### src/rtl/igniter_pkg.sv
// Shared igniter continuity types and default thresholds (5.6 fixed-point ohms).
// The display formatter uses the same constants.
package igniter_pkg;

  typedef enum logic [1:0] {
    UNKNOWN = 2'd0,
    SHORT   = 2'd1,
    GOOD    = 2'd2,
    OPEN    = 2'd3
  } ign_status_t;

  localparam logic [10:0] ADC_INV_MASK = 11'h7FF;

  localparam int IGN_R_SHORT = 16;
  localparam int IGN_R_OPEN  = 1280;
  localparam int IGN_R_HYST  = 8;

  function automatic logic [10:0] adc_to_mag(input logic [10:0] adc);
    return adc ^ ADC_INV_MASK;
  endfunction

endpackage

### src/rtl/igniter_monitor_r_window_avg.sv
// Decodes ADC resistance codes and box-car averages 2^AVG_LOG2 samples per window.
// avg_next/win_close expose the closing window combinationally so status can update with r_avg.
module r_window_avg
  import igniter_pkg::*;
#(
  parameter int AVG_LOG2 = 3
) (
  input  logic        clk,
  input  logic        reset,
  input  logic        valid_in,
  input  logic [11:0] r_in,
  input  logic        clear,
  output logic        win_close,
  output logic [10:0] avg_next,
  output logic [10:0] r_avg,
  output logic        avg_valid
);

  localparam int SUM_W = 11 + AVG_LOG2;

  logic [SUM_W-1:0]    sum_q, sum_d, sum_inc;
  logic [AVG_LOG2-1:0] cnt_q, cnt_d;
  logic [10:0]         mag;
  logic [10:0]         r_avg_q, r_avg_d;
  logic                avg_valid_q, avg_valid_d;
  logic                unused_r_in_msb;

  // Bit 11 of the ADC word carries no information.
  assign unused_r_in_msb = r_in[11];
  assign mag             = adc_to_mag(r_in[10:0]);
  assign sum_inc         = sum_q + SUM_W'(mag);
  assign win_close       = valid_in && !clear && (cnt_q == '1);
  assign avg_next        = 11'(sum_inc >> AVG_LOG2);

  always_comb begin
    sum_d       = sum_q;
    cnt_d       = cnt_q;
    r_avg_d     = r_avg_q;
    avg_valid_d = win_close;
    if (clear) begin
      sum_d = '0;
      cnt_d = '0;
    end else if (valid_in) begin
      cnt_d = cnt_q + AVG_LOG2'(1);
      sum_d = win_close ? '0 : sum_inc;
      if (win_close) r_avg_d = avg_next;
    end
  end

  always_ff @(posedge clk or posedge reset) begin
    if (reset) begin
      sum_q       <= '0;
      cnt_q       <= '0;
      r_avg_q     <= '0;
      avg_valid_q <= 1'b0;
    end else begin
      sum_q       <= sum_d;
      cnt_q       <= cnt_d;
      r_avg_q     <= r_avg_d;
      avg_valid_q <= avg_valid_d;
    end
  end

  assign r_avg     = r_avg_q;
  assign avg_valid = avg_valid_q;

endmodule

### src/rtl/igniter_monitor.sv
// Igniter continuity monitor: classifies window averages with hysteresis, debounces
// the verdict over several windows, and flags the reading stale when samples stop.
module igniter_monitor
  import igniter_pkg::*;
#(
  parameter int AVG_LOG2 = 3,
  parameter int R_SHORT  = IGN_R_SHORT,
  parameter int R_OPEN   = IGN_R_OPEN,
  parameter int R_HYST   = IGN_R_HYST,
  parameter int DEBOUNCE = 3,
  parameter int TIMEOUT  = 1000000
) (
  input  logic        clk,
  input  logic        reset,
  input  logic        valid_in,
  input  logic [11:0] r_in,
  output logic [10:0] r_avg,
  output logic        avg_valid,
  output logic [1:0]  status,
  output logic        continuity_ok,
  output logic        stale
);

  logic        win_close;
  logic        timeout;
  logic [10:0] avg_next;
  logic [11:0] short_th, open_th;

  ign_status_t status_q, status_d;
  ign_status_t pending_q, pending_d;
  ign_status_t raw;
  logic [1:0]  dcnt_q, dcnt_d, dcnt_upd;
  logic [23:0] idle_q, idle_d;
  logic        stale_q, stale_d;
  logic        cont_q, cont_d;

  r_window_avg #(
    .AVG_LOG2(AVG_LOG2)
  ) u_avg (
    .clk      (clk),
    .reset    (reset),
    .valid_in (valid_in),
    .r_in     (r_in),
    .clear    (timeout),
    .win_close(win_close),
    .avg_next (avg_next),
    .r_avg    (r_avg),
    .avg_valid(avg_valid)
  );

  // A sample arriving on the would-be timeout cycle keeps the reading alive.
  assign timeout = !valid_in && (idle_q == 24'(TIMEOUT - 1));

  // Thresholds widen toward the current state so a marginal reading cannot chatter.
  always_comb begin
    short_th = 12'(R_SHORT) + ((status_q == SHORT) ? 12'(R_HYST) : 12'd0);
    open_th  = 12'(R_OPEN)  - ((status_q == OPEN)  ? 12'(R_HYST) : 12'd0);
    if ({1'b0, avg_next} < short_th)      raw = SHORT;
    else if ({1'b0, avg_next} > open_th)  raw = OPEN;
    else                                  raw = GOOD;
  end

  always_comb begin
    status_d  = status_q;
    pending_d = pending_q;
    dcnt_d    = dcnt_q;
    dcnt_upd  = dcnt_q;
    stale_d   = valid_in ? 1'b0 : stale_q;
    cont_d    = (status_q == GOOD);

    if (valid_in)              idle_d = '0;
    else if (idle_q != '1)     idle_d = idle_q + 24'd1;
    else                       idle_d = idle_q;

    if (win_close) begin
      if (raw == status_q) begin
        dcnt_upd = 2'd0;
      end else if (raw == pending_q) begin
        dcnt_upd = dcnt_q + 2'd1;
      end else begin
        pending_d = raw;
        dcnt_upd  = 2'd1;
      end
      dcnt_d = dcnt_upd;
      if (dcnt_upd == 2'(DEBOUNCE)) begin
        status_d = raw;
        dcnt_d   = 2'd0;
      end
    end

    if (timeout) begin
      stale_d   = 1'b1;
      status_d  = UNKNOWN;
      pending_d = UNKNOWN;
      dcnt_d    = 2'd0;
    end
  end

  always_ff @(posedge clk or posedge reset) begin
    if (reset) begin
      status_q  <= UNKNOWN;
      pending_q <= UNKNOWN;
      dcnt_q    <= 2'd0;
      idle_q    <= '0;
      stale_q   <= 1'b1;
      cont_q    <= 1'b0;
    end else begin
      status_q  <= status_d;
      pending_q <= pending_d;
      dcnt_q    <= dcnt_d;
      idle_q    <= idle_d;
      stale_q   <= stale_d;
      cont_q    <= cont_d;
    end
  end

  assign status        = status_q;
  assign continuity_ok = cont_q;
  assign stale         = stale_q;

endmodule
### config.mk
export PLATFORM = sky130hd
export DESIGN_NAME = igniter_monitor
export DESIGN_NICKNAME = d
export VERILOG_FILES = /design/src/rtl/igniter_pkg.sv /design/src/rtl/igniter_monitor_r_window_avg.sv /design/src/rtl/igniter_monitor.sv
export SDC_FILE = /design/constraint.sdc
export NUM_CORES = 1
export LEC_CHECK = 0
export ABC_AREA = 1
export BUFFER_PORTS_ARGS = -buffer_cell sky130_fd_sc_hd__buf_4
export CAP_MARGIN = 5
export CORE_ASPECT_RATIO = 1.4
export CORE_MARGIN = 2
export CORE_UTILIZATION = 67
export CTS_BUF_LIST = sky130_fd_sc_hd__clkbuf_2 sky130_fd_sc_hd__clkbuf_4 sky130_fd_sc_hd__clkbuf_8
export CTS_CLUSTER_SIZE = 20
export DETAILED_ROUTE_END_ITERATION = 16
export PLACE_DENSITY = 0.88
export SLEW_MARGIN = 20
export SYNTH_ARGS = -nofsm -noshare
export SYNTH_HDL_FRONTEND = slang
export SYNTH_SLANG_ARGS = --single-unit
### constraint.sdc
create_clock -name clk -period 8.8 [get_ports clk]
set_clock_uncertainty 0.1 [all_clocks]
set_input_delay 1.76 -clock clk [delete_from_list [all_inputs] [get_ports clk]]
set_output_delay 1.76 -clock clk [all_outputs]
set_load 0.01 [all_outputs]
### After elaboration in Yosys (flattened, before gate mapping)

Index checks and enable logic that the tools add are counted.

| cells by class | value |
|---|---|
| $add $sub $neg | 6 |
| multiply operators | 0 |
| $lt $le $gt $ge | 2 |
| mux-type cells | 26 |
| shifts and indexed selects | 0 |
| reduce and logical (&&, ||, !) cells | 12 |
| bitwise gates (word level) | 2 |
| equality and inequality tests | 11 |
| div/mod/pow operators | 0 |

Operators with widths:

| cell | count |
|---|---|
| 24-bit 2-to-1 mux | 2 |
| 14-bit 2-to-1 mux | 3 |
| 2-bit 2-to-1 mux | 14 |
| 24-bit by 1-bit adder with 24-bit output, second input constant | 1 |
| 24-bit by 20-bit == test with 1-bit output, second input constant | 1 |
| 24-bit != test, second input constant | 1 |
| 14-bit by 11-bit adder with 14-bit output | 1 |
| 11-bit by 12-bit > comparator with 1-bit output | 1 |
| 11-bit by 4-bit subtractor with 12-bit output, first input constant | 1 |
| 11-bit by 6-bit < comparator with 1-bit output | 1 |
| 11-bit inverter | 1 |
| 4-bit 2-to-1 mux | 2 |
| 2-bit nonzero test | 4 |
| 5-bit by 4-bit adder with 6-bit output, first input constant | 1 |
| 2-bit == test, second input constant | 3 |
| 3-bit 2-to-1 mux | 2 |
| 3-bit AND reduction | 2 |
| 2-bit == test | 2 |
| 2-bit by 1-bit != test with 1-bit output, second input constant | 2 |
| 3-bit by 1-bit adder with 3-bit output, second input constant | 1 |
| 3-bit == test, second input constant | 1 |
| 1-bit logical AND | 3 |
| 1-bit 2-to-1 mux | 3 |
| 2-bit by 1-bit adder with 2-bit output, second input constant | 1 |
| 4 further kinds | 5 |

| storage, ports and cells | value |
|---|---|
| register bits after elaboration | 61 |
| memories | 0 |
| latch bits | 0 |
| RAM bits | 0 |
| bits in read-only memories | 0 |

### Depth between registers and ports, before layout

| logic depth | value |
|---|---|
| depth after elaboration | 14 |
| gate-level depth with buffers | 28 |
| depth with buffers taken out | 28 |

### Modules after synthesis

A second synthesis with hierarchy kept.

| second synthesis, totals | value |
|---|---|
| cells, all modules | 556 |
| area, all modules | 4011.3 um^2 |

Modules (own cells, without submodules):

| module | cells an instance | sequential area each (um^2) | times used | area each (um^2) |
|---|---|---|---|---|
| igniter_monitor | 280 | 802.0 | 1 | 2043.2 |
| r_window_avg | 276 | 725.7 | 1 | 1968.1 |

### Least setup slack after synthesis

OpenSTA, ideal clock, no wires.

| path | value |
|---|---|
| path kind | input-to-reg |
| start point | in r_in[2] |
| end point | reg pending_q[0] |
| buffers on the path | 0 |
| library setup time | 0.119 ns |
| slack | 4.421 ns |
| cell stages on the path | 27 |
| data arrival time | 4.161 ns |
| data required time | 8.581 ns |
| cells stage by stage | inv_1 > ha_1 > nand3_1 > nand2_1 > nand2_1 > nand2_2 > inv_2 > o21bai_4 > nand2_1 > nand2_1 > nand2_1 > nand2_2 > inv_1 > ha_1 > nand3_2 > nor2_4 > nand3_1 > nand2_1 > inv_1 > nand2_2 > nand2_4 > a21oi_1 > nor2_1 > nor2_2 > nand2_1 > nand3_1 > nand2_1 |

| between the ends | value |
|---|---|
| cells in the longest elaborated chain, start to end | 9 |
| elaborated cells on any way between the ends | 15 |
| classes of those cells | add/sub: 1; order compare: 2; eq/ne: 4; mux: 6; bitwise: 1; reduce/logical: 1 |

RTL lines:

| what | RTL line | RTL |
|---|---|---|
| start: declaration | igniter_monitor.sv:16 | `input logic [11:0] r_in,` |
| 11-bit inverter (no source line) (*) | - |  |
| 14-bit by 11-bit adder with 14-bit output (*) | igniter_monitor_r_window_avg.sv:31 | `assign sum_inc = sum_q + SUM_W'(mag);` |
| via avg_next[8] | igniter_monitor.sv:26 | `logic [10:0] avg_next;` |
| 11-bit by 12-bit > comparator with 1-bit output | igniter_monitor.sv:59 | `else if ({1'b0, avg_next} > open_th) raw = OPEN;` |
| 1-bit 2-to-1 mux | igniter_monitor.sv:59 |  |
| 2-bit 2-to-1 mux (*) | igniter_monitor.sv:58 | `if ({1'b0, avg_next} < short_th) raw = SHORT;` |
| 2-bit 2-to-1 mux | igniter_monitor.sv:78 | `end else if (raw == pending_q) begin` |
| 2-bit 2-to-1 mux | igniter_monitor.sv:76 | `if (raw == status_q) begin` |
| 2-bit 2-to-1 mux | igniter_monitor.sv:75 | `if (win_close) begin` |
| 2-bit 2-to-1 mux | igniter_monitor.sv:91 | `if (timeout) begin` |
| end signal: assignment | igniter_monitor.sv:109 | `pending_q <= pending_d;` |
| end: declaration | igniter_monitor.sv:30 | `ign_status_t pending_q, pending_d;` |

Mark *: on every way through the listed nets, which the timed path passes. The rest lies on a longest branch. The select of a mux whose other input is x is not followed.
A chain may end at the register's enable or synchronous reset.

### Final worst setup path

| path | value |
|---|---|
| start point | in r_in[2] |
| end point | reg status_q[1], in the netlist status[1] |

| between the ends | value |
|---|---|
| cells in the longest elaborated chain, start to end | 12 |
| elaborated cells on any way between the ends | 17 |
| classes of those cells | add/sub: 1; order compare: 2; eq/ne: 3; mux: 8; bitwise: 1; reduce/logical: 2 |

RTL lines:

| what | RTL line | RTL |
|---|---|---|
| 11-bit inverter (no source line) (*) | - |  |
| 14-bit by 11-bit adder with 14-bit output (*) | igniter_monitor_r_window_avg.sv:31 |  |
| via avg_next[6] | igniter_monitor.sv:26 |  |
| 11-bit by 12-bit > comparator with 1-bit output | igniter_monitor.sv:59 |  |
| 1-bit 2-to-1 mux | igniter_monitor.sv:59 |  |
| 2-bit 2-to-1 mux (*) | igniter_monitor.sv:58 |  |
| 2-bit == test | igniter_monitor.sv:78 |  |
| 2-bit 2-to-1 mux | igniter_monitor.sv:78 |  |
| 2-bit 2-to-1 mux | igniter_monitor.sv:76 |  |
| 2-bit 2-to-1 mux | igniter_monitor.sv:75 |  |
| 2-bit == test | igniter_monitor.sv:85 | `if (dcnt_upd == 2'(DEBOUNCE)) begin` |
| 2-bit nonzero test (no source line) | - |  |
| 2-bit AND reduction (no source line) | - |  |
| end signal: assignment | igniter_monitor.sv:108 | `status_q <= status_d;` |
| end: declaration | igniter_monitor.sv:29 | `ign_status_t status_q, status_d;` |

Marked as above.

==> flow_metrics.tcl <==
set metrics [dict create \
    status "finished clean" \
    slew_violations 0 \
    overflow 0 \
    cts_htree_levels 3 \
    clkTransAtPathRegs_ns 0.07 \
    hp-class "flop to flop" \
    yosys_register_bits 61 \
    port-buffer-count 29 \
    antenna_found_initial 0 \
    synth_xor_area_share_pct 3.09 \
    postSynthCellCount 498 \
    period_minus_slack_ns 4.57 \
    synth_most_common_cell "nand2_1" \
    yosysTopAreaCellShare_pct 39.0 \
    crit_fanout 5 \
    required_ns 8.93 \
    cts_setup_buffers 0 \
    p_seq_share_pct 30.7 \
    rsz0062_at_grt "false" \
    drtAntennaViolNets 0 \
    clk_latency_ns 0.34 \
    relSlewSlack_pct 43.2 \
    n_fill_cell 380 \
    dp.cells 587 \
    coreArea_mm2 0.00553 \
    synth_nets 532 \
    switching_share_pct 44.6 \
    p_sw_uw 569 \
    drive_above_1_share_pct 16.9 \
    num-nets-final 564 \
    dr.first_iter.drc_count 225 \
    ir_drop_mv 0.134 \
    tightest_slew_ns 0.847 \
    vias_per_cell 5.85 \
    area_growth_pct 11.9 \
    synth-adder-area-share_pct 6.37 \
    start_util_pct 69.7 \
    finalWirelength_um 8860 \
    setup_viol 0 \
    cts_tree "yes" \
    ios 31 \
    dp_hpwl_um 6420 \
    yosysSeqAreaShare_pct 39.7 \
    diodes 0 \
    synth_top_family_by_area "simple AND/OR/NAND/NOR gates" \
    synth-edff-count 0 \
    cts.sinks 61 \
    tns_ns 0 \
    path_class "input pin to flop" \
    synth_cell_types 39 \
    yosys-top-cells-count "111 x nand2_1, 67 x inv_1, 60 x dfrtp_1, 48 x nand3_1, 33 x nor2_1" \
    fin_cells 602 \
    endpoint_kind "flop" \
    place.gp.congestion 0.891 \
    fp-row-count 32 \
    powerDensity_mw_per_mm2 296 \
    fmax_ghz 0.219 \
    hold_viol_final 0 \
    arrival_ns 4.70 \
    die_width_um 68.1 \
    drc 0 \
    p_int_uw 707 \
    yosys.area.top_type "dfrtp_1" \
    grt_pass1_vias 3567 \
    cts_buffers 9 \
    grt_max_degree 62 \
    synthArstFlopShare_pct 100 \
    yosys_warnings 0 \
    p_comb_share_pct 51.1 \
    yosys.area_share.simple_pct 31.5 \
    wl_per_cell_um 14.7 \
    power_leakage_nw 2.14 \
    syn_area_mm2 0.00385 \
    cts_resized 0 \
    hold_ws_ns 0.365 \
    die_height_um 93.7 \
    vias 3521 \
    track_usage_pct 31.0 \
    maxCapViolations 0 \
    synth.avg_cell_area_um2 7.73 \
    clockPowerShare_pct 18.1 \
    min_period_over_period_pct 51.9 \
    synth_compound_area_share_pct 11.3 \
    cts_buffer_depth 2 \
    cts_hold_buf 0 \
    synth_area_leaders "dfrtp_1 39%, nand2_1 11%, inv_1 6.5%" \
    die_area_mm2 0.00638 \
    dr.pass1.iters 4 \
    ys.flop_type "dfrtp_1" \
    synthMuxAreaShare_pct 0 \
    cts_root_buffer "clkbuf_8" \
    start_kind "input pin" \
    grt_pass1_wl_um 14900 \
]
==> power by group through the flow <==
stage          Combinational (mW)  Sequential, mW  Clock, mW
6_report                    0.652           0.392      0.231
5_1_grt                     0.733           0.401      0.246
4_1_cts                     0.648           0.392      0.232
3_5_place_dp                0.641           0.397          0
3_3_place_gp                0.619           0.393          0
2_1_floorplan               0.477           0.398          0
==> through the flow <==
stage	total power, mW	instance area, um^2	setup slack [ns]	utilization, %
2_1_floorplan	0.875	3850	4.42	-
3_3_place_gp	1.01	4130	3.96	74.7
3_5_place_dp	1.04	4130	3.90	74.7
4_1_cts	1.27	4310	4.26	77.9
5_1_grt	1.38	4310	4.00	77.9
6_report	1.28	4310	4.23	77.9
==> per-layer routing <==
layer	part of all wire [%]	wire, um	up-vias	global-route usage, %
met4	4.9	432	0	20.2
li1	-	-	1710	-
met1	39	3480	1676	31.8
met2	52	4590	94	53.6
met3	4.1	359	41	7.91
met5	0	0	-	0
==> critical path: stages <==
cell and delay [ns]:
buf_4 0.08, inv_1 0.03, ha_1 0.35, a21oi_1 0.14, nand2_1 0.09, nand2_1 0.08, nand2_2 0.08, inv_2 0.08
o21bai_4 0.06, xnor2_1 0.40, inv_1 0.10, ha_1 0.29, nand2_1 0.08, nor2_4 0.10, nand2_1 0.05, nand2_1 0.05
nand2_1 0.06, nand2_2 0.08, nand2_4 0.06, a21oi_1 0.17, nor2_1 0.08, nor2_2 0.17, nand2_1 0.10, nand3_1 0.08
nand2_1 0.06
==> layout by cell type (no fill, tap or decap), types with 5 or more instances in the layout <==
master	instances
a21oi_1	23
nand3_2	8
ha_1	18
inv_1	66
inv_2	6
nand2_1	111
nor4_1	7
dfrtp_1	60
nor3_1	10
o21ai_0	28
nand4_1	11
xnor2_1	5
buf_4	30
nand3_1	48
nand2_2	12
nor2_1	33
clkbuf_8	11
==> flip-flops by register name (all words and copies together), names as in the netlist <==
signal	count
dcnt_q	2
u_avg.cnt_q	3
u_avg.avg_valid	1
idle_q	24
pending_q	2
continuity_ok	1
u_avg.r_avg	11
status	2
stale	1
u_avg.sum_q	14
==> cells by family (layout without fill, tap and decap cells) <==
kind of cell               Yosys count  count (layout)
adders and majority gates           19              19
buffers and inverters               82             118
DFF                                 61              61
AOI/OAI and AO/OA                   73              73
and+or+nand+nor                    252             252
xor gates and xnor gates            11              11
==> final timing paths <==
| check | start | to | slack (ns) | depth (start not counted) |
|---|---|---|---|---|
| max | r_in[2] | status[1] | 4.23 | 25 |
| min | stale | stale | 0.36 | 2 |
| max reg2reg | u_avg.sum_q[2] | status[1] | 5.38 | 23 |
| min reg2reg | stale | stale | 0.36 | 2 |
| max in group asynchronous | reset | idle_q[14] | 6.55 | 3 |
| min in group asynchronous | reset | idle_q[10] | 1.53 | 3 |
==> layout make-up <==
| cell class | count | area, um^2 | share of cell area, % |
|---|---|---|---|
| Multi-Input combinational cell | 355 | 2010 | 46.8 |
| Clock buffer | 12 | 159 | 3.69 |
| Tap cell | 68 | 85.1 | 1.98 |
| Clock inverter | 3 | 21.3 | 0.494 |
| Inverter | 73 | 274 | 6.36 |
| Sequential cell | 61 | 1530 | 35.5 |
| Timing Repair Buffer | 30 | 225 | 5.23 |
No activity file was read; power rests on OpenSTA's default activity.
